$ cat src/rtl/hazard_stall_ctrl.sv
// rtl/hazard_stall_ctrl.sv - pipeline stall/flush sequencer with mult/div busy tracking
// Optional stall counter output is built when STALL_CNT_EN is defined.
module hazard_stall_ctrl #(
    parameter int MULT_CYC = 5,
    parameter int DIV_CYC  = 10
) (
    input  logic        clk,
    input  logic        rst_n,
    input  logic [4:0]  D_rs,
    input  logic [4:0]  D_rt,
    input  logic [1:0]  D_tuse_rs,
    input  logic [1:0]  D_tuse_rt,
    input  logic        D_is_md,
    input  logic [4:0]  E_wa,
    input  logic [1:0]  E_tnew,
    input  logic [4:0]  M_wa,
    input  logic [1:0]  M_tnew,
    input  logic        E_md_start,
    input  logic        E_md_is_div,
    output logic        pc_we,
    output logic        d_we,
    output logic        e_flush,
    output logic        md_busy
`ifdef STALL_CNT_EN
    ,
    output logic [31:0] stall_cnt
`endif
);

    if (MULT_CYC < 1 || MULT_CYC > 15) begin : g_bad_mult_cyc
        $error("hazard_stall_ctrl: MULT_CYC must be in 1..15");
    end
    if (DIV_CYC < 1 || DIV_CYC > 15) begin : g_bad_div_cyc
        $error("hazard_stall_ctrl: DIV_CYC must be in 1..15");
    end

    localparam logic [3:0] L_MULT_CNT = 4'(MULT_CYC);
    localparam logic [3:0] L_DIV_CNT  = 4'(DIV_CYC);
    localparam logic [1:0] L_TUSE_NONE = 2'd3;

    typedef enum logic {
        S_IDLE = 1'b0,
        S_BUSY = 1'b1
    } md_state_t;

    md_state_t  r_state;
    logic [3:0] r_cnt;

    logic w_rs_e_hit;
    logic w_rs_m_hit;
    logic w_rt_e_hit;
    logic w_rt_m_hit;
    logic w_stall_rs;
    logic w_stall_rt;
    logic w_stall_md;
    logic w_stall;
    logic [3:0] w_start_cnt;

    // A source that is not read (Tuse==3) or names $0 can never depend on an older result.
    always_comb begin
        w_rs_e_hit = (D_rs == E_wa) && (D_tuse_rs < E_tnew);
        w_rs_m_hit = (D_rs == M_wa) && (D_tuse_rs < M_tnew);
        w_rt_e_hit = (D_rt == E_wa) && (D_tuse_rt < E_tnew);
        w_rt_m_hit = (D_rt == M_wa) && (D_tuse_rt < M_tnew);
        w_stall_rs = (D_rs != 5'd0) && (D_tuse_rs != L_TUSE_NONE) && (w_rs_e_hit || w_rs_m_hit);
        w_stall_rt = (D_rt != 5'd0) && (D_tuse_rt != L_TUSE_NONE) && (w_rt_e_hit || w_rt_m_hit);
        w_stall_md = D_is_md && (md_busy || E_md_start);
        w_stall    = w_stall_rs || w_stall_rt || w_stall_md;
    end

    assign pc_we       = ~w_stall;
    assign d_we        = ~w_stall;
    assign e_flush     = w_stall;
    assign md_busy     = (r_state == S_BUSY);
    assign w_start_cnt = E_md_is_div ? L_DIV_CNT : L_MULT_CNT;

    // A start seen while already busy reloads the count with the new operation's latency.
    always_ff @(posedge clk) begin
        if (!rst_n) begin
            r_state <= S_IDLE;
            r_cnt   <= 4'd0;
        end else begin
            case (r_state)
                S_IDLE: begin
                    if (E_md_start) begin
                        r_state <= S_BUSY;
                        r_cnt   <= w_start_cnt;
                    end
                end
                S_BUSY: begin
                    if (E_md_start) begin
                        r_cnt <= w_start_cnt;
                    end else if (r_cnt == 4'd1) begin
                        r_state <= S_IDLE;
                        r_cnt   <= 4'd0;
                    end else begin
                        r_cnt <= r_cnt - 4'd1;
                    end
                end
                default: begin
                    r_state <= S_IDLE;
                    r_cnt   <= 4'd0;
                end
            endcase
        end
    end

`ifdef STALL_CNT_EN
    logic [31:0] r_stall_cnt;

    always_ff @(posedge clk) begin
        if (!rst_n) begin
            r_stall_cnt <= 32'd0;
        end else if (w_stall) begin
            r_stall_cnt <= r_stall_cnt + 32'd1;
        end
    end

    assign stall_cnt = r_stall_cnt;
`endif

endmodule
$ cat config.mk
export PLATFORM = sky130hd
export DESIGN_NAME = hazard_stall_ctrl
export DESIGN_NICKNAME = d
export VERILOG_FILES = /design/src/rtl/hazard_stall_ctrl.sv
export SDC_FILE = /design/constraint.sdc
export NUM_CORES = 1
export LEC_CHECK = 0
export ABC_CLOCK_PERIOD_IN_PS = 2400
export BUFFER_PORTS_ARGS = -buffer_cell sky130_fd_sc_hd__buf_2
export CAP_MARGIN = 20
export CORE_MARGIN = 2
export CORE_UTILIZATION = 43
export DETAILED_ROUTE_END_ITERATION = 10
export GPL_TIMING_DRIVEN = 0
export PLACE_DENSITY = 0.79
export SLEW_MARGIN = 10
export SYNTH_ARGS = -nofsm -noshare
export SYNTH_HDL_FRONTEND = slang
export SYNTH_SLANG_ARGS = --single-unit
$ cat constraint.sdc
create_clock -name clk -period 2.4 [get_ports clk]
set_clock_uncertainty 0.2 [all_clocks]
set_input_delay 0.24 -clock clk [delete_from_list [all_inputs] [get_ports clk]]
set_output_delay 0.24 -clock clk [all_outputs]
set_load 0.01 [all_outputs]
==> results by group <==
Run status
  – Status: finished, final reports clean

Finish
  – Non-Filler Instances: between 100 and 150
  – Area Growth Syn to Fin: 40.0%
  – Reg area: about 100 µm²
  – Multi-input gate area: ~570 µm²
  – # diodes: 0
  – Filler cells: between 150 and 200
  – NumNets Final: ~160
  – Layout cells sized above 1: 0.372

CTS
  – Clock H-tree levels: 1
  – Maximum clock path buffer count: 2
  – Clock-pin slew on the worst setup and hold paths: ~0.05 ns
  – Hold-fix buffer count after cts: 0
  – CTS tree: yes
  – Clock sinks: 5
  – CTS Buf Count: 3
  – Root Buffer Master: clkbuf_4
  – Later-pin clock latency in the skew report: 0.24 ns

Critical path
  – Most frequent cell on the critical path: buf_2
  – Max incr delay on CP: roughly 0.33 ns
  – Crit-path cells: buf_2 > inv_1 > ha_4 > a2111oi_4 > nand4_1 > a221o_1 > and3_1 > buf_4 > buf_2
  – CP max-delay cell: a221o_1
  – Crit Path Category: in -> out
  – CP Data Arrival Time: around 1.8 ns
  – Startpoint Class: primary input
  – Worst EP required: between 1.5 and 2 ns
  – Critical Path Fanout Max: 2
  – Crit. End Element: output pin

Global routing
  – Wire length of the first global-routing pass: approximately 2700 µm
  – Number of global-route vias before repair: between 600 and 700
  – Total Routing Usage GR: 0.189
  – Grt total ovfl: 0
  – Initial antenna violation count: 0
  – Largest net degree at the start of global routing: 9

Floorplan
  – Core area: 0.00147 mm²
  – Initial Utilization: 0.449
  – Io pins: 37
  – Die ar.: roughly 0.0019 mm²
  – Die width: 43.2 µm
  – Die Y: ~43 µm
  – # rows: 14

Placed design
  – # placed instances: between 100 and 150
  – Buffers on Ports: 36
  – DP Wirelength: 1360 µm
  – RePlAce Congestion: 0.819
  – Pre-CTS setup slack: ~0.039 ns

Synthesis
  – Count leader, synth: xor2_1
  – Post-synth top cells: 11 x xor2_1, 10 x xnor2_1, 6 x ha_1, 6 x inv_1, 6 x o21ai_0
  – Ys Warns: 0
  – Synth cell types: 24
  – Register area share after synthesis: 0.152
  – Syn Nets: 120
  – EDFF count, synth: 0
  – Avg Cell Area, Syn: slightly above 8 µm²
  – Register bit total from synthesis: 5
  – Synth top area share: 0.152
  – Async S/R FF share, synth: 0
  – Netlist Area Pre-Place: between 600 and 700 µm²
  – Area leader, netlist: dfxtp_1
  – Largest cells by area after synthesis: dfxtp_1 15%, xor2_1 15%, xnor2_1 13%
  – Post-Synthesis Cells: between 80 and 90
  – Prevailing post-synth register cell: dfxtp_1

Run
  – Max Cap Viol: 0

Route
  – DRT Pass-1 Iters: 4
  – DRC Markers: 0
  – Post-route ant nets: 0
  – Wire per inst: between 10 and 15 µm
  – Final WL: around 1600 µm
  – 1st-iter DRT viols: 6
  – Via count: 686
  – Via density: around 5.0

Timing
  – Final setup margin: 0.122 ns
  – Max_slew headroom: 0.810
  – Fin. max-slew vios: 0
  – Setup TNS: 0 ns
  – Fin crit period: 2.28 ns
  – Fin crit share: 0.949
  – Final Hold Viols: 0
  – Final setup violation count: 0
  – Worst slew pin tran: 0.283 ns
  – Max Fclk: approximately 440 MHz

Pwr
  – Leak Pwr: roughly 0.42 nW
  – P per Cell Area: roughly 370 mW/mm²
  – Worst vdd ir: between 0.2 and 0.25 mV
  – Power, Total: 0.338 mW

Min path
  – Worst min-delay path class: in -> reg
## repair_timing
item,4_1_cts,5_1_grt
setup endpoints to repair,0,1
setup buffers,0,0
resized for setup,0,4
## worst paths after layout
check | depth (start not counted) | to | slack (ns) | from
setup reg to reg | 5 | r_cnt[3] | 0.77 | md_busy
hold / removal | 2 | r_cnt[3] | 0.05 | rst_n
hold reg to reg | 2 | r_cnt[2] | 0.35 | r_cnt[2]
setup / recovery | 9 | pc_we | 0.12 | E_tnew[1]
## layout make-up
type	count	area share
inverters	6	0.0244
plain buffers	1	0.00812
multi-input cells	69	0.614
repair buffers	36	0.195
clock buffers	4	0.0284
well taps	16	0.0217
flip-flops and latches	5	0.108
## logic make-up after synthesis
| group | synth area share |
|---|---|
| AO/OA/AOI/OAI | 0.170 |
| buffers and inverters | 0.0455 |
| XOR/XNOR | 0.278 |
| flip-flops | 0.152 |
| AND/OR/NAND/NOR | 0.240 |
| adder cells (fa/ha/maj) | 0.114 |
## routing by layer
layer,share of wire,wire (µm),global-route usage,up-vias
li1,-,-,-,372
met1,0.45,706,0.228,289
met2,0.48,747,0.331,25
met3,0.063,98,0.0511,0
met4,0,0,0.0364,0
met5,0,0,0,-
## sequential cells by signal (all words and copies together), names as in the netlist
signal,count
r_cnt,4
md_busy,1
## report_power, final
part           total [mW]  internal [mW]  leakage, nW  switching (mW)
logic               0.144         0.0746        0.360          0.0699
clock network      0.0964         0.0628       0.0150          0.0336
registers          0.0967         0.0901       0.0416         0.00660
total               0.338          0.228        0.417           0.110
## cell usage in the layout (no fill, tap or decap)
cell,Yosys,final
a2111oi_4,1,2
a21oi_1,4,4
a221o_1,2,2
and2_1,2,2
and3_1,1,1
buf_2,0,36
buf_4,1,1
clkbuf_1,0,1
clkbuf_4,0,3
dfxtp_1,5,5
ha_1,6,4
ha_4,0,2
inv_1,6,5
inv_2,0,1
nand2_1,4,4
nand2b_1,3,3
nand3_1,1,1
nand4_1,4,4
nor2_1,4,4
nor2b_1,2,2
nor3_1,1,1
nor4_1,2,2
o21ai_0,6,6
or3_1,1,1
or4_1,2,2
or4b_1,1,1
xnor2_1,10,10
xor2_1,11,11
## critical path: cells and delay by family
| family | cells | cell delay, ns |
|---|---|---|
| compound gates | 2 | 0.61 |
| fa+ha+maj | 1 | 0.22 |
| buf+inv | 4 | 0.44 |
| simple gates | 2 | 0.33 |
## through the flow
stage	utilization	hold slack [ns]	instance area (µm²)
global route	0.628	0.0437	925
detailed placement	0.585	0.294	861
finish	0.628	0.0485	925
CTS	0.603	0.0461	887
floorplan	-	0.161	661
global placement	0.585	0.284	861
Note: power is estimated with default switching activity, not from simulation.
